===== src/rtl/neander_pkg.sv =====
`default_nettype none
// ============================================================================
// Module      : neander_pkg
// Description : Shared state encoding and RAM geometry for the Neander boot
//               sequencer.
// Revision    : 1.0 - initial release
// ============================================================================
package neander_pkg;

    localparam int RAM_DEPTH = 256;

    typedef enum logic [2:0] {
        BOOT_CLEAR   = 3'd0,
        BOOT_LOAD    = 3'd1,
        BOOT_RELEASE = 3'd2,
        BOOT_RUN     = 3'd3
    } boot_state_t;

endpackage
`default_nettype wire


===== src/rtl/neander_boot_sequencer.sv =====
`default_nettype none
// ============================================================================
// Module      : neander_boot_sequencer
// Description : Holds the CPU in reset, zero-fills and loads RAM from a byte
//               stream, then hands the RAM port over to the CPU.
// Revision    : 1.0 - initial release
// ============================================================================
module neander_boot_sequencer
    import neander_pkg::*;
#(
    parameter int CLEAR_EN   = 1,
    parameter int LOAD_LEN   = 256,
    parameter int RESET_HOLD = 4
) (
    input  logic       clk,
    input  logic       reset,
    input  logic       boot_skip,
    input  logic       load_req,
    input  logic       load_done,
    input  logic       byte_valid,
    input  logic [7:0] byte_data,
    output logic       byte_ready,
    input  logic [7:0] cpu_mem_addr,
    input  logic [7:0] cpu_mem_data_out,
    input  logic       cpu_mem_write,
    input  logic       cpu_mem_read,
    output logic       cpu_reset,
    output logic [7:0] ram_addr,
    output logic [7:0] ram_data_out,
    output logic       ram_write,
    output logic       ram_read,
    output logic [8:0] load_count,
    output logic [2:0] state_o
);

    localparam logic [8:0]  c_load_len  = 9'(LOAD_LEN);
    localparam logic [15:0] c_hold_last = 16'(RESET_HOLD - 1);
    localparam logic [7:0]  c_clr_last  = 8'(RAM_DEPTH - 1);
    localparam boot_state_t c_reset_state = (CLEAR_EN != 0) ? BOOT_CLEAR : BOOT_LOAD;

    boot_state_t state_q;
    logic        cpu_reset_q;
    logic        byte_ready_q;
    logic        wr_q;
    logic        done_q;
    logic [7:0]  addr_q;
    logic [7:0]  data_q;
    logic [7:0]  clr_cnt_q;
    logic [7:0]  load_addr_q;
    logic [8:0]  count_q;
    logic [15:0] hold_q;

    logic        xfer_d;
    logic        terminate_d;
    logic        run_d;
    logic [8:0]  count_d;

    always_comb begin
        xfer_d  = (state_q == BOOT_LOAD) && !done_q && byte_valid && byte_ready_q;
        count_d = count_q;
        if (xfer_d && (count_q < c_load_len)) begin
            count_d = count_q + 9'd1;
        end
        terminate_d = load_done || (count_d == c_load_len);
        run_d       = (state_q == BOOT_RUN);
    end

    always_ff @(posedge clk or posedge reset) begin
        if (reset) begin
            state_q      <= c_reset_state;
            cpu_reset_q  <= 1'b1;
            byte_ready_q <= 1'b0;
            wr_q         <= 1'b0;
            done_q       <= 1'b0;
            addr_q       <= 8'd0;
            data_q       <= 8'd0;
            clr_cnt_q    <= 8'd0;
            load_addr_q  <= 8'd0;
            count_q      <= 9'd0;
            hold_q       <= 16'd0;
        end else begin
            wr_q <= 1'b0;
            case (state_q)
                BOOT_CLEAR: begin
                    wr_q      <= 1'b1;
                    addr_q    <= clr_cnt_q;
                    data_q    <= 8'd0;
                    clr_cnt_q <= clr_cnt_q + 8'd1;
                    if (clr_cnt_q == c_clr_last) begin
                        if (boot_skip) begin
                            state_q <= BOOT_RELEASE;
                            hold_q  <= 16'd0;
                        end else begin
                            state_q      <= BOOT_LOAD;
                            count_q      <= 9'd0;
                            load_addr_q  <= 8'd0;
                            done_q       <= 1'b0;
                            byte_ready_q <= 1'b1;
                        end
                    end
                end
                BOOT_LOAD: begin
                    if (done_q) begin
                        state_q <= BOOT_RELEASE;
                        hold_q  <= 16'd0;
                    end else begin
                        if (xfer_d) begin
                            wr_q        <= 1'b1;
                            addr_q      <= load_addr_q;
                            data_q      <= byte_data;
                            load_addr_q <= load_addr_q + 8'd1;
                            count_q     <= count_d;
                        end
                        // A byte taken in the ending cycle still needs one cycle to reach RAM.
                        if (terminate_d) begin
                            byte_ready_q <= 1'b0;
                            if (xfer_d) begin
                                done_q <= 1'b1;
                            end else begin
                                state_q <= BOOT_RELEASE;
                                hold_q  <= 16'd0;
                            end
                        end else begin
                            byte_ready_q <= 1'b1;
                        end
                    end
                end
                BOOT_RELEASE: begin
                    cpu_reset_q <= 1'b1;
                    if (hold_q == c_hold_last) begin
                        state_q     <= BOOT_RUN;
                        cpu_reset_q <= 1'b0;
                    end else begin
                        hold_q <= hold_q + 16'd1;
                    end
                end
                BOOT_RUN: begin
                    if (load_req) begin
                        state_q      <= BOOT_LOAD;
                        cpu_reset_q  <= 1'b1;
                        count_q      <= 9'd0;
                        load_addr_q  <= 8'd0;
                        done_q       <= 1'b0;
                        byte_ready_q <= 1'b1;
                    end
                end
                default: begin
                    state_q <= c_reset_state;
                end
            endcase
        end
    end

    // The CPU owns the RAM port combinationally only while running.
    assign ram_addr     = run_d ? cpu_mem_addr     : addr_q;
    assign ram_data_out = run_d ? cpu_mem_data_out : data_q;
    assign ram_write    = run_d ? cpu_mem_write    : wr_q;
    assign ram_read     = run_d & cpu_mem_read;

    assign byte_ready = byte_ready_q;
    assign cpu_reset  = cpu_reset_q;
    assign load_count = count_q;
    assign state_o    = state_q;

endmodule
`default_nettype wire

===== config.mk =====
export PLATFORM = sky130hd
export DESIGN_NAME = neander_boot_sequencer
export DESIGN_NICKNAME = d
export VERILOG_FILES = /design/src/rtl/neander_pkg.sv /design/src/rtl/neander_boot_sequencer.sv
export SDC_FILE = /design/constraint.sdc
export NUM_CORES = 1
export LEC_CHECK = 0
export CORE_MARGIN = 4
export CORE_UTILIZATION = 47
export CTS_CLUSTER_SIZE = 8
export DETAILED_ROUTE_END_ITERATION = 10
export PLACE_DENSITY = 0.78
export REMOVE_ABC_BUFFERS = 1
export SETUP_SLACK_MARGIN = 0.3
export SYNTH_ARGS = -nofsm -noshare
export SYNTH_HDL_FRONTEND = slang
export SYNTH_SLANG_ARGS = --single-unit

===== constraint.sdc =====
create_clock -name clk -period 2 [get_ports clk]
set_input_delay 0.3 -clock clk [delete_from_list [all_inputs] [get_ports clk]]
set_output_delay 0.3 -clock clk [all_outputs]
set_load 0.005 [all_outputs]

After elaboration in Yosys (flattened, before gate mapping)
Index checks and enable logic that the tools add are counted. W data, S select, Z words.

Equality and inequality tests: 16. $add $sub $neg: 4. Order comparisons: 1. Bitwise logic cells: 1. Multiplexer cells: 54. Reduce and logical (&&, ||, !) cells: 18.

Operator list (number): $mux W16 (6); $mux W8 (11); $mux W9 (6); $pmux W16 S3 (1); $pmux W8 S2 (2); $pmux W9 S3 (1); $pmux W8 S3 (1); $mux W3 (6); $add A16 B1 Y16 const B (1); $add A8 B1 Y8 const B (2); $eq A16 B2 Y1 const B (1); $ne A2 B2 Y1 const B (8); $mux W1 (14); $pmux W3 S4 (1); $reduce_and A6 Y1 (2); $reduce_and A5 Y1 (2); $add A9 B1 Y9 const B (1); $eq A9 B9 Y1 const B (1); $lt A9 B9 Y1 const B (1); $eq A8 B8 Y1 const B (1); $eq A3 B2 Y1 const B (2); $ne A3 B3 Y1 const B (2); $pmux W1 S3 (2); $reduce_bool A3 Y1 (2); other kinds (12) (17).

Flip-flop bits (word level): 64. Word-level logic and storage cells: 105. Bits of input ports: 32.

Logic depth before layout (Yosys ltp)
Gate-level depths: netlist of run 1.

Depth after elaboration: 11. Mapped depth: 8. Mapped depth without buffers: 7.

Worst setup path after synthesis of run 1
Ideal clock, no wire load.

Path kind: register to register. From: register state_q[0], in the netlist state_o[0]. To: register state_q[0], in the netlist state_o[0]. Data arrival time: 2.102 ns. Stages on the path, launching flop included: 8. Clock period less this slack: 2.228 ns. Path slack: -0.228 ns. Required time: 1.874 ns. Setup time: 0.126 ns. Path through: dfrtp_1 buf_4 or3b_4 nor4_4 mux2i_1 nand4_2 and2_1 o311a_1.

Longest elaborated chain between the ends: 10. Elaborated cells between the ends (all ways): 18. Those cells by class: 9 x eq/ne; 2 x mux; 7 x reduce/logical.

Ends and longest elaborated chain: start, declared (line neander_boot_sequencer.sv:41) `boot_state_t state_q;`; start signal, assigned (line neander_boot_sequencer.sv:70) `state_q <= c_reset_state;`; start signal, assigned (line neander_boot_sequencer.sv:148) `state_q <= c_reset_state;`; $eq A3 B1 Y1 (line neander_boot_sequencer.sv:59, neander_boot_sequencer.sv:83); $logic_and A1 B1 Y1 (3 in series) (line neander_boot_sequencer.sv:59) `xfer_d = (state_q == BOOT_LOAD) && !done_q && byte_valid && byte_ready_q;`; $logic_and A1 B1 Y1 (line neander_boot_sequencer.sv:61) `if (xfer_d && (count_q < c_load_len)) begin`; $mux W9 (line neander_boot_sequencer.sv:61); $eq A9 B9 Y1 (line neander_boot_sequencer.sv:64) `terminate_d = load_done || (count_d == c_load_len);`; $logic_or A1 B1 Y1 (line neander_boot_sequencer.sv:64); $ne A3 B3 Y1 (no line); $reduce_and A5 Y1 (no line).

Several ways; a longest one is shown, not always the timed one. A chain may end at the register's enable or synchronous reset.

Worst setup path in the final report of run 1
From: register done_q. To: register hold_q[13].

Longest elaborated chain between the ends: 10. Elaborated cells between the ends (all ways): 13. Those cells by class: 3 x eq/ne; 3 x mux; 7 x reduce/logical.

Ends and longest elaborated chain: start, declared (line neander_boot_sequencer.sv:45) `logic done_q;`; start signal, assigned (line neander_boot_sequencer.sv:74) `done_q <= 1'b0;`; start signal, assigned (line neander_boot_sequencer.sv:97) `done_q <= 1'b0;`; start signal, assigned (line neander_boot_sequencer.sv:118) `done_q <= 1'b1;`; $logic_not A1 Y1 (line neander_boot_sequencer.sv:59); $logic_and A1 B1 Y1 (3 in series) (line neander_boot_sequencer.sv:59); $logic_and A1 B1 Y1 (line neander_boot_sequencer.sv:61); $mux W9 (line neander_boot_sequencer.sv:61); $eq A9 B9 Y1 (line neander_boot_sequencer.sv:64); $logic_or A1 B1 Y1 (line neander_boot_sequencer.sv:64); $ne A3 B3 Y1 (no line); $reduce_and A6 Y1 (no line); end signal, assigned (line neander_boot_sequencer.sv:134) `hold_q <= hold_q + 16'd1;`; end, declared (line neander_boot_sequencer.sv:51) `logic [15:0] hold_q;`.

Several ways; a longest one is shown, not always the timed one.

==> results summary, run 1 <==
The flow ran to the end, but the final reports show violations. The checks that failed: negative setup slack. The total internal power is 0.00191 W.

The post-cts hold buffer count is 0. The die area came out at 0.00877 sq mm. For this run the aggregate overflow at the end of global routing stands at 0. The area share of the leading cell type in the synthesized netlist came out at 45.0%.

After synthesis, the share of flip-flops with an asynchronous set or reset is 100%. The final setup violation count is 34. Dividing the synthesized area by the synthesized cell count gives 9.27 sq um.

The maximum frequency from static timing analysis is 468 MHz. Of the total power, combinational logic draws 5.0%. STA classifies the critical path startpoint as a flip-flop. The number of buffers between clock root and the deepest sink is 2.

The minimum clock period after layout is 2.14 ns. Setup repair after global routing could not meet its margin everywhere. STA classifies the critical path endpoint as a flip-flop.

The number of enable-type register cells in the synthesized netlist came out at 0. The worst path arrival time came out at 2.35 ns. The net switching share of the total power is 24.0%. Along the worst path, the maximum fanout reaches 7. The wire length per cell after detailed routing is 20.4 um.

The number of library cell types mapped by synthesis is 52. In this run, CTS created clock tree buffers numbering 9. After floorplanning, the core was sized to cover 0.00694 sq mm. The final-report hold violation count is 0. The number of maximum-capacitance constraint violations is 0.

The detail route stage leaves a number of antenna-violating nets equal to 0. In the final layout, the share of cells above drive strength 1 is 39.4%. The clock network is responsible for 44.4% of the overall power.

The global-route total usage across every layer came out at 26.1%. Walking the worst path, the cells encountered are or3b_4 > nor4_4 > mux2i_2 > nand4_2 > buf_6 > a21oi_4 > o21ai_0. Sequential cells burn 50.6% of the power.

Hold timing on the final database bottoms out at a slack of 0.327 ns. The clock tree from TritonCTS is done. The number of buffers and inverters on the critical path is 1. The number of H-tree levels is 3. The critical path is of the flip-flop to flip-flop type.

The initial antenna violation count is 0. The core occupancy in the finished layout is 81.9%. The routed layout has 3755 vias. The number of pins exceeding their max-slew limit in the final report is 0. The diode insertion count for antenna repair is 0. The part of the cycle the worst path needs is 107%. The pre-antenna-repair detailed-routing pass consisted of 5 iterations.

The post-synthesis instance total is 372. The total of buffers placed on input and output ports came out at 62. The number of design rule violations left after detail routing came out at 0. The static power due to leakage is 2.59 nW.

The worst setup slack before clock tree synthesis came out at -0.444 ns. Across the VDD grid, the largest voltage drop is 0.000439 V. The total chip power came out at 0.00251 W.

For the worst setup path, the data required time is 2.22 ns. The min-delay analysis places its worst path in the category primary input to async pin. Ranked by total cell area, the synthesized netlist is headed by sky130_fd_sc_hd__dfrtp_1 45%, sky130_fd_sc_hd__nand2_1 6.4%, sky130_fd_sc_hd__mux2_2 6.2%. The number of register bits inferred by synthesis is 63.

The tree is rooted in a sky130_fd_sc_hd__clkbuf_8. The switching power summed over all nets is 0.000602 W. The count of routing violations after the opening detailed-route iteration is 251. The most area-hungry cell type in the Yosys netlist is sky130_fd_sc_hd__dfrtp_1.

The number of warnings printed during yosys synthesis came out at 0. The pin count of the biggest net entering global routing is 64. The smallest setup slack after layout came out at -0.138 ns. The areal power density over the cells came out at 442 mW/mm^2. The synthesized area came out at 0.00345 sq mm. The number of nets at the end of the flow is 549. The starting density of the core is 49.7%. For this run, the slowest stage of the critical path takes 0.43 ns. The via count of the first global-routing pass came out at 3591. The number of sinks driven by the clock tree came out at 63. The clock insertion delay at the later pin of the skew report came out at 0.36 ns. The category of cells accounting for the largest share of critical-path delay is simple AND/OR/NAND/NOR gates.

The number of cell rows came out at 30. The half-perimeter wire length after placement is 6.45 mm. The proportion of synthesized chip area in sequential cells is 45.7%. The routed wire length is 12.5 mm. The clock slew at the register clock pins of the worst setup and hold paths is 0.07 ns. From left edge to right edge, the die measures 93.7 um. Between clock sinks in the finished design, the worst skew comes to 0.0109 ns. The number of placed I/O pins came out at 64. Measured along the y axis, the die boundary spans 93.7 um.

The slowest stage of the critical path belongs to the cell sky130_fd_sc_hd__or3b_4. The detail-routed via count per cell came out at 6.12. The relative area change from synthesis to final layout is 64.9%. Routability-driven placement finished with a final weighted congestion of 0.904. The most instantiated flip-flop cell in the synthesis netlist is sky130_fd_sc_hd__dfrtp_1. The first-pass GRT wire length came out at 17.7 mm.
==> cells in the final DEF (no fill, tap or decap), types with 6 or more instances in the layout <==
cell,n
sky130_fd_sc_hd__nand3_1,16
sky130_fd_sc_hd__buf_4,40
sky130_fd_sc_hd__dfrtp_1,59
sky130_fd_sc_hd__nor2_1,19
sky130_fd_sc_hd__buf_6,54
sky130_fd_sc_hd__clkdlybuf4s50_1,37
sky130_fd_sc_hd__nand2_1,51
sky130_fd_sc_hd__nor3_1,10
sky130_fd_sc_hd__inv_1,7
sky130_fd_sc_hd__nand4_1,12
sky130_fd_sc_hd__a41oi_2,6
sky130_fd_sc_hd__mux2_4,19
sky130_fd_sc_hd__nor2_4,9
sky130_fd_sc_hd__and3_1,6
sky130_fd_sc_hd__a31oi_1,11
sky130_fd_sc_hd__xnor2_1,7
sky130_fd_sc_hd__o22a_1,11
sky130_fd_sc_hd__clkbuf_8,9
sky130_fd_sc_hd__o21ai_0,13
==> Yosys cell counts (2+ instances only) <==
library cell	number
sky130_fd_sc_hd__dfrtp_1	62
sky130_fd_sc_hd__nand2_1	59
sky130_fd_sc_hd__nor2_1	28
sky130_fd_sc_hd__nand3_1	21
sky130_fd_sc_hd__o21ai_0	20
sky130_fd_sc_hd__mux2_2	19
sky130_fd_sc_hd__clkbuf_1	14
sky130_fd_sc_hd__a31oi_1	12
sky130_fd_sc_hd__nand4_1	12
sky130_fd_sc_hd__o22a_1	11
sky130_fd_sc_hd__nor3_1	10
sky130_fd_sc_hd__a21oi_1	9
sky130_fd_sc_hd__inv_1	8
sky130_fd_sc_hd__xnor2_1	8
sky130_fd_sc_hd__a41oi_1	7
sky130_fd_sc_hd__and3_1	6
sky130_fd_sc_hd__o22ai_1	6
sky130_fd_sc_hd__xor2_1	6
sky130_fd_sc_hd__mux2i_1	5
sky130_fd_sc_hd__or3_1	5
sky130_fd_sc_hd__ha_1	4
sky130_fd_sc_hd__nor4_1	3
sky130_fd_sc_hd__or2_2	3
sky130_fd_sc_hd__and2_1	2
sky130_fd_sc_hd__buf_2	2
sky130_fd_sc_hd__buf_4	2
sky130_fd_sc_hd__nand2b_1	2
sky130_fd_sc_hd__o21a_1	2
==> worst reg2reg max path, cell delays in order, from the launching register on <==
cell and delay (ns):
sky130_fd_sc_hd__dfrtp_1 0.39, sky130_fd_sc_hd__or3b_4 0.43, sky130_fd_sc_hd__nor4_4 0.17, sky130_fd_sc_hd__mux2i_2 0.29, sky130_fd_sc_hd__nand4_2 0.17, sky130_fd_sc_hd__buf_6 0.16
sky130_fd_sc_hd__a21oi_4 0.24, sky130_fd_sc_hd__o21ai_0 0.15
==> path summary, 6_finish.rpt <==
path,from,to,slack [ns],depth (start not counted)
setup / recovery,done_q$_DFFE_PP0P_,hold_q[13]$_DFFE_PP0P_,-0.14,7
hold / removal,reset,hold_q[9]$_DFFE_PP0P_,0.33,3
setup reg to reg,done_q$_DFFE_PP0P_,hold_q[13]$_DFFE_PP0P_,-0.14,7
hold reg to reg,addr_q[1]$_DFFE_PP0P_,addr_q[1]$_DFFE_PP0P_,0.50,2
max in group asynchronous,reset,cpu_reset$_DFFE_PP1P_,1.37,3
min in group clk,byte_data[7],data_q[7]$_DFFE_PP0P_,0.46,3
==> power by group through the flow <==
| stage | Clock [W] | Combinational (W) | Sequential, W |
|---|---|---|---|
| after floorplan | 0 | 0.0000269 | 0.00130 |
| after global placement | 0 | 0.000107 | 0.00130 |
| after detailed placement | 0 | 0.000109 | 0.00130 |
| after CTS | 0.00110 | 0.000115 | 0.00127 |
| after global routing | 0.00118 | 0.000134 | 0.00127 |
| final | 0.00112 | 0.000125 | 0.00127 |
==> final cells by class <==
class / count / area, sq um
Clock buffer: 10 / 128
Clock inverter: 6 / 61.3
Fill cell: 346 / 1260
Inverter: 8 / 30.0
Multi-Input combinational cell: 282 / 2180
Sequential cell: 63 / 1580
Tap cell: 96 / 120
Timing Repair Buffer: 149 / 1580
==> per-stage QoR <==
stage                     std cells  instance area [sq um]  setup TNS, ns
after floorplan                 353                   3370          -4.28
after global placement          557                   4480          -3.93
after detailed placement        557                   4480          -5.62
after CTS                       593                   5240        -0.0740
after global routing            614                   5690          -4.72
final                           614                   5690          -2.11
==> registers in the layout, summed over array words and instances (netlist names) <==
register and flops:
addr_q 8, byte_ready 1, state_o 2, data_q 8
cpu_reset 1, load_addr_q 8, load_count 9, clr_cnt_q 8
wr_q 1, hold_q 16, done_q 1
==> cells by family (layout without fill, tap and decap cells) <==
family          after synthesis  after routing  share of synthesized area, %
compound gates               75             75                          14.5
xor+xnor                     14             14                          3.55
fa+ha+maj                     4              4                          1.45
buf+inv                      27            173                          3.23
flops                        63             63                          45.7
mux                          24             24                          7.65
other cells                   1              1                         0.109
simple gates                164            164                          23.8
==> metal layers <==
| metal | global-route usage (%) | wire length (um) | vias to the layer above |
|---|---|---|---|
| met1 | 30.7 | 4660 | 1830 |
| met5 | 0 | 0 | - |
| met3 | 6.73 | 936 | 74 |
| li1 | - | - | 1631 |
| met4 | 12.6 | 728 | 0 |
| met2 | 44.3 | 6190 | 220 |
==> timing repair <==
action / CTS / global route
cloned: 3 / 0
endpoints found under the setup margin: 61 / 76
resized for setup: 180 / 66
buffers inserted: 17 / 21
pin swaps: 31 / 24
No activity file was read; power rests on OpenSTA's default activity.
==> run 2: changes to the inputs <==
--- a/config.mk
+++ b/config.mk
@@ -5,6 +5,7 @@
 export SDC_FILE = /design/constraint.sdc
 export NUM_CORES = 1
 export LEC_CHECK = 0
+export ABC_CLOCK_PERIOD_IN_PS = 2000
 export CORE_MARGIN = 4
 export CORE_UTILIZATION = 47
 export CTS_CLUSTER_SIZE = 8
==> results of run 2 <==
Same layout as run 1: the final DEF is identical, and so are final timing and power.
==> run 3: changes to the inputs <==
--- a/config.mk
+++ b/config.mk
@@ -6,11 +6,14 @@
 export NUM_CORES = 1
 export LEC_CHECK = 0
 export ABC_CLOCK_PERIOD_IN_PS = 2000
+export CORE_ASPECT_RATIO = 0.75
 export CORE_MARGIN = 4
 export CORE_UTILIZATION = 47
 export CTS_CLUSTER_SIZE = 8
 export DETAILED_ROUTE_END_ITERATION = 10
+export HOLD_SLACK_MARGIN = 0.08
 export PLACE_DENSITY = 0.78
+export RECOVER_POWER = 25
 export REMOVE_ABC_BUFFERS = 1
 export SETUP_SLACK_MARGIN = 0.3
 export SYNTH_ARGS = -nofsm -noshare
==> results summary, run 3 (synthesis gave the netlist of run 1 again) <==
Between clock sinks in the finished design, the worst skew comes to 0.00850 ns. The required time of the critical path came out at 2.22 ns. The static power due to leakage came out at 2.52 nW. The total negative setup slack is -2.20 ns.

The maximum fanout along the worst path is 7. The highest cell delay on the worst timing path came out at 0.39 ns. Cells with a size suffix above 1 make up 36.5% of the layout. The number of nets at the end of the flow came out at 541.

For this design the ratio of total power to cell area is 463 mW/mm^2. The library cells used most frequently in the layout, excluding fill and tap cells, are 60 x sky130_fd_sc_hd__dfrtp_1, 55 x sky130_fd_sc_hd__nand2_1, 49 x sky130_fd_sc_hd__buf_4. The routed wire length is 12.0 mm. The total chip power is 0.00254 W. The critical path is of the flip-flop to flip-flop type. The slowest stage of the critical path is the sky130_fd_sc_hd__dfrtp_1 cell.

The starting density of the core is 49.6%. The critical path capture point type is a flip-flop. The number of sinks driven by the clock tree is 63.

The via count of the first global-routing pass came out at 3504. In this run switching power makes up 23.4% of total power. Walking the worst path, the cells encountered are buf_4 > nor3b_4 > and4_2 > mux2i_2 > nand4_2 > buf_6 > a21oi_4 > a31oi_1.

The initial antenna violation count came to 0. The post-cts hold buffer count is 0. The floorplan step set the die width to 107 um.

The wire length per cell after detailed routing came out at 19.7 um. The relative area change from synthesis to final layout is 59.2%. The worst setup path is launched from a flip-flop. Max-cap violations in this run came to 0.

The run finished, with violations left. The maximum frequency from static timing analysis is 468 MHz. In the routed layout, each cell is associated on average with a via count of 5.93. The number of design rule violations left after detail routing came out at 0. The placeable core region is 0.00696 sq mm. The slew of the pin with the lowest slew margin is 1.41 ns.

The total internal power is 0.00195 W. The worst hold margin came out at 0.469 ns. Port buffering added 62 buffers. Setup slack on the critical path of the routed design comes to -0.136 ns. The clock slew at the register clock pins of the worst setup and hold paths came out at 0.08 ns. The number of buffers between clock root and the deepest sink is 2. The relative slew slack came out at 6.32%. The most common cell after layout, fill and taps aside is sky130_fd_sc_hd__dfrtp_1. The minimum clock period after layout came out at 2.14 ns. The CTS buffer count came out at 9. The switching power summed over all nets came out at 0.000595 W. The die covers 0.00879 sq mm.

Setup violations remaining at the end of the flow were counted as 29. The pre-antenna-repair detailed-routing pass consisted of 5 iterations. Dividing the final minimum period by the clock period gives 107%.

The worst setup slack for register-to-register paths is -0.14 ns. Sequential cells burn 50.0% of the power. The relative contribution of combinational cells to total power is 4.5%. CTS placed an instance of sky130_fd_sc_hd__clkbuf_8 at the clock tree root.

The number of nets with antenna violations after routing came out at 0. The pin count of the biggest net entering global routing came out at 64. For this run, the total global-route usage over all layers was measured as 25.6%. TritonCTS built the clock tree. The vertical extent of the die is 82.2 um. The initialized floorplan defines 26 standard-cell rows.

The clock insertion delay at the later pin of the skew report is 0.35 ns. The half-perimeter wire length after placement is 6.76 mm. The count of routing violations after the opening detailed-route iteration came out at 221. The worst setup slack before clock tree synthesis came out at -0.422 ns. The register with the most flip-flops in the final layout is hold_q.

The congestion estimate from routability-driven global placement came to 0.872. The clock tree synthesis step divided the H-tree into 3 levels. The diode insertion count for antenna repair came out at 0. The number of placed I/O pins is 64. The clock network accounts for 45.4% of the total power. The number of pins exceeding their max-slew limit in the final report came out at 0. The peak supply drop came out at 0.000383 V. The first global-routing pass estimated 17.5 mm of wire. The worst path arrival time came out at 2.36 ns. The final-report hold violation count is 0.

The count of filler cells inserted in the layout is 446. The sum of overflow across all layers after global routing is 0. Setup repair after global routing could not meet its margin everywhere. The register with the most flip-flops in the layout has 16 of them. The min-delay analysis places its worst path in the category primary input to flip-flop. The count of vias placed by the detailed router came out at 3607. The final reports fail on negative setup slack.
==> run 3: cell count changes in the layout (fill, tap and decap cells not counted), sizes merged <==
cell and change:
buf -6, clkinv -3, clkinvlp +3, bufbuf -1, clkbuf -1, clkdlybuf4s15 +1
clkdlybuf4s50 -1
==> run 3: repair_timing <==
item / in CTS / in global routing
setup endpoints to repair: 63 / 66
resized for setup: 154 / 57
buffers inserted: 21 / 12
pin swaps: 17 / 18
cloned: 2 / 0
==> run 3: worst max-delay path, delay by kind of cell (launching register included) <==
family / cells / cell delay, ns
buf+inv: 2 / 0.32
flops: 1 / 0.39
mux: 1 / 0.28
compound gates: 2 / 0.32
simple gates: 3 / 0.70
==> run 3: final timing paths <==
| kind | startpoint | endpoint | depth (start not counted) |
|---|---|---|---|
| hold / removal | byte_data[7] | data_q[7]$_DFFE_PP0P_ | 3 |
| setup reg to reg | done_q$_DFFE_PP0P_ | hold_q[7]$_DFFE_PP0P_ | 8 |
| setup / recovery | done_q$_DFFE_PP0P_ | hold_q[7]$_DFFE_PP0P_ | 8 |
| hold reg to reg | data_q[0]$_DFFE_PP0P_ | data_q[0]$_DFFE_PP0P_ | 2 |
| max in group asynchronous | reset | load_count[5]$_DFFE_PP0P_ | 3 |
| min in group asynchronous | reset | data_q[5]$_DFFE_PP0P_ | 3 |
==> run 3: layout make-up <==
type	count	area (sq um)	area share (%)
well taps	98	123	2.23
repair buffers	141	1460	26.5
flip-flops and latches	63	1580	28.8
clock inverters	6	68.8	1.25
clock buffers	10	138	2.51
multi-input cells	282	2100	38.2
inverters	8	30.0	0.547
==> run 3: routing by layer <==
layer	track usage, %	up-vias	part of all wire [%]
met5	0	-	0
met4	9.20	0	2.6
met3	6.76	26	6.4
met2	43.7	189	50
met1	31.9	1776	41
li1	-	1616	-
==> run 3: per-stage QoR <==
step	util, %	instances	instance area, sq um
global route	78.9	608	5490
CTS	74.1	596	5160
detailed placement	64.2	557	4470
floorplan	-	353	3370
finish	78.9	608	5490
global placement	64.2	557	4470
==> run 3: power by group through the flow <==
stage / logic [W] / registers (W) / clock network, W
finish: 0.000115 / 0.00127 / 0.00116
global route: 0.000125 / 0.00127 / 0.00124
CTS: 0.000114 / 0.00127 / 0.00117
detailed placement: 0.000110 / 0.00130 / 0
global placement: 0.000109 / 0.00130 / 0
floorplan: 0.0000269 / 0.00130 / 0
==> patch 1 (settings of run 2) <==
Register the output `load_count` once more, cleared by the reset; this adds one clock of latency there. The other outputs are not delayed to match.
--- a/src/rtl/neander_boot_sequencer.sv
+++ b/src/rtl/neander_boot_sequencer.sv
@@ -159,7 +159,13 @@
 
     assign byte_ready = byte_ready_q;
     assign cpu_reset  = cpu_reset_q;
-    assign load_count = count_q;
+    always_ff @(posedge clk or posedge reset) begin
+        if (reset) begin
+            load_count <= '0;
+        end else begin
+            load_count <= count_q;
+        end
+    end
     assign state_o    = state_q;
 
 endmodule
Behaviour: no difference found for any inputs over 10 cycles, from zero or initial values and one cycle with reset high; that may be too few to reach the edited logic, so the function may still have changed.
==> patch 1 against run 2 <==
Routed wire length increased by 0.19%; area after synthesis increased by 9.3%; non-clock buffer count unchanged; setup slack got worse by 420 ps; highest routed layer unchanged; sequential cell count increased by 9; the flow still finishes with violations (setup timing); largest cell class unchanged; design area increased by 2.3%; core utilization decreased by 7.0 points.
Power is left out: it rests on default switching activity, and per cell area and clock period it moved more than threefold.
==> patch 1: results <==
[run_status]
outcome = complete, but fails checks
violations = setup timing

[setup_path]
critPathMaxFanout = 6
r2r_cells = 9
cp-startpoint = state_o[0]$_DFFE_PP0P_
critPathArrivalTime_ps = 2800

[cells_and_area]
top_regs = hold_q x16, count_q x9, load_count x9
fin_nets = 564
fillers = 477
drive_above_1_share = 0.385
diodes = 0

[grt]
grt_pass1_wl_um = 17300
grt_pass1_vias = 3524
track_usage = 0.219
antenna_found_initial = 0
grt_max_degree = 36

[logic_synthesis]
synth.area.top_cells = dfrtp_1 (47%), mux2_2 (5.4%), nand2_1 (5.1%)
synth_top_flop_cell = dfrtp_1
async_flop_share = 1.00
synth_compound_area_frac = 0.135
synth_edf_count = 0
synthAdderAreaFrac = 0.0133
synth.distinct_cells = 57
synth_xor_area_frac = 0.0348
synth.cells.most_frequent = dfrtp_1 (71), nand2_1 (51), nor2_1 (28), o21ai_0 (28), nand3_1 (27)
seq_area_frac_synth = 0.478
synth-warning-count = 0
synthMuxAreaShare = 0.0856

[timing]
finalSetupTns_ps = -14990
setup_viol = 54
hold_viol_final = 0
fin_ws_ps = -560
skew_ps = 14.3

[clock_tree]
numCtsBuffers = 9
insertion_delay_ps = 360
clkTransAtPathRegs_ps = 90
cts_max_level = 3
max-clock-path-buffers = 2
clockRootBuffer = clkbuf_8

[route]
drt_first_pass_iters = 5
vias = 3760
drt_iter0_drc = 280
wl_um = 12500

[placed_design]
dp_hpwl_um = 6710
port_buffers = 62
gp_congestion = 0.915

[min_path]
hold_path.class = in -> async
==> patch 1: cell count changes after synthesis, sizes merged, moves of 6 or more <==
cell,delta
o21ai,+8
o22ai,-6
a41oi,-6
nand2,-8
a21o,+9
mux2i,+7
o31ai,+7
nand3,+6
a31oi,-7
dfrtp,+9
o22a,-11
==> patch 1: worst paths after layout <==
kind / to / slack (ps)
setup / recovery: hold_q[6]$_DFFE_PP0P_ / -560
hold / removal: count_q[7]$_DFFE_PP0P_ / 270
setup reg to reg: hold_q[6]$_DFFE_PP0P_ / -560
hold reg to reg: clr_cnt_q[7]$_DFFE_PP0P_ / 510
max in group asynchronous: data_q[6]$_DFFE_PP0P_ / 1110
min in group clk: data_q[0]$_DFFE_PP0P_ / 490
==> patch 1: cells by family (layout without fill, tap and decap cells) <==
kind of cell,count (synthesis),count (layout)
other,1,1
and+or+nand+nor,161,162
xor gates and xnor gates,15,15
buffers and inverters,27,171
muxes,30,30
DFF,72,72
adders and majority gates,4,4
AOI/OAI and AO/OA,77,77
==> patch 1: critical path, stage by stage (launching register included) <==
cell and delay [ps]:
dfrtp_1 440, buf_4 150, nand4b_4 200, nor4_4 320, a31oi_1 140, or4_4 520
o21ai_4 250, buf_4 180, nand2_4 60, a21o_1 190
==> patch 1: repair_timing <==
action | in CTS | in global routing
endpoints found under the setup margin | 71 | 66
hold buffers | 0 | 0
setup buffers | 11 | 23
pin swaps | 30 | 45
cloned | 2 | 1
endpoints found under the hold margin | 0 | 0
gates resized for setup | 107 | 107
==> patch 1: final cells by class <==
| type | count | area [um^2] | share of cell area |
|---|---|---|---|
| tap | 102 | 128 | 0.0219 |
| multi-input combinational | 289 | 2240 | 0.385 |
| sequential | 72 | 1810 | 0.310 |
| inverter | 7 | 26.3 | 0.00452 |
| clock inverter | 5 | 81.3 | 0.0140 |
| timing repair buffer | 149 | 1400 | 0.240 |
| clock buffer | 10 | 138 | 0.0237 |
==> patch 1: per-stage QoR <==
| stage | cell area (um^2) | setup WS, ps | instances | hold slack, ps |
|---|---|---|---|---|
| after floorplan | 3680 | -663 | 367 | 417 |
| after global placement | 4840 | -763 | 582 | 468 |
| after detailed placement | 4840 | -901 | 582 | 471 |
| after CTS | 5370 | -516 | 610 | 272 |
| after global routing | 5820 | -682 | 634 | 295 |
| final | 5820 | -560 | 634 | 265 |
==> patch 1: per-layer routing <==
metal / wire, um / track usage
met1: 4910 / 0.286
met2: 6480 / 0.369
met3: 796 / 0.0416
met4: 350 / 0.0703
met5: 0 / 0
==> patch 2 (settings of run 2) <==
Made on the original files. Change the parameter `CLEAR_EN` from 1 to 0.
--- a/src/rtl/neander_boot_sequencer.sv
+++ b/src/rtl/neander_boot_sequencer.sv
@@ -8,7 +8,7 @@
 module neander_boot_sequencer
     import neander_pkg::*;
 #(
-    parameter int CLEAR_EN   = 1,
+    parameter int CLEAR_EN   = 0,
     parameter int LOAD_LEN   = 256,
     parameter int RESET_HOLD = 4
 ) (
Check against the original RTL: not equivalent (Yosys sat finds a counterexample within 4 cycles, from zero or initial values and one cycle with reset high).
==> patch 2 against run 2 <==
The run still ends with setup timing left; clock power rose by 4%; design area grew 19%; setup slack worse by 650 ps; area after synthesis rose by 7.5%; routed wire length grew 57%; critical path depth is 3 higher; sequential cell count stayed put; synthesized cell count rose by 5.4%; total power up 4.3%; global-route usage grew 8.3 points; highest routed layer unchanged.
==> patch 2: results <==
[setup_path]
r2r_cells = 10
slowest_delay_ps = 540
r2r-end = hold_q[12]$_DFFE_PP0P_
critPathArrivalTime_ps = 3040
critical-path-slowest-cell = or4_4

[placed_design]
post-place-ws_ps = -813
dpl_cell_area_um2 = 4930
dp_hpwl_um = 7560
gp_congestion = 0.913
dp_cells = 603

[power]
p_clk_frac = 0.442
comb_power_share = 0.062
ir_worst_vdd_mv = 0.303
p_leak_nw = 3.12

[clock_tree]
insertion_delay_ps = 380

[logic_synthesis]
synth.cells.most_frequent = dfrtp_1 (61), nand2_1 (44), nor2_1 (26)
synth.area.top_cells = dfrtp_1 (41%), mux2_2 (6.1%), nand2_1 (4.5%)
avgSynthCellArea_um2 = 9.46
synth_xor_area_frac = 0.0307
synth.distinct_cells = 57
synth_compound_area_frac = 0.192
synthAdderAreaFrac = 0.0270

[timing]
setup_viol = 78
finalSetupTns_ps = -34380
fin_ws_ps = -785
skew_ps = 14.3

[run_status]
outcome = complete, but fails checks
violations = setup timing

[grt]
grt_pass1_wl_um = 25400
track_usage = 0.344
use_met1 = 0.386
use_met3 = 0.0714

[cells_and_area]
stdcell_count = 685

[route]
vias = 4703
==> patch 2: cell type report <==
class / instances / area [um^2]
multi-input combinational: 284 / 2680
timing repair buffer: 201 / 2100
sequential: 63 / 1580
fill: 322 / 935
clock buffer: 10 / 128
tap: 102 / 128
inverter: 19 / 78.8
clock inverter: 6 / 61.3
==> patch 2: what timing repair did <==
| item | CTS | global route |
|---|---|---|
| endpoints found under the setup margin | 79 | 86 |
| buffers inserted | 39 | 20 |
| cloned | 7 | 0 |
| pin swaps | 41 | 26 |
| gates resized for setup | 257 | 97 |
==> patch 2: worst max-delay path, delay by kind of cell, from the launching register on <==
kind	cells	cell delay, ps
AO/OA/AOI/OAI	4	950
adder cells (fa/ha/maj)	1	190
buffers and inverters	3	410
flip-flops	1	410
AND/OR/NAND/NOR	2	700
==> patch 2: metal layers <==
metal  part of all wire  wire length, um
met3              0.099             1950
met2               0.47             9290
met4              0.088             1730
met5                  0                0
met1               0.34             6660
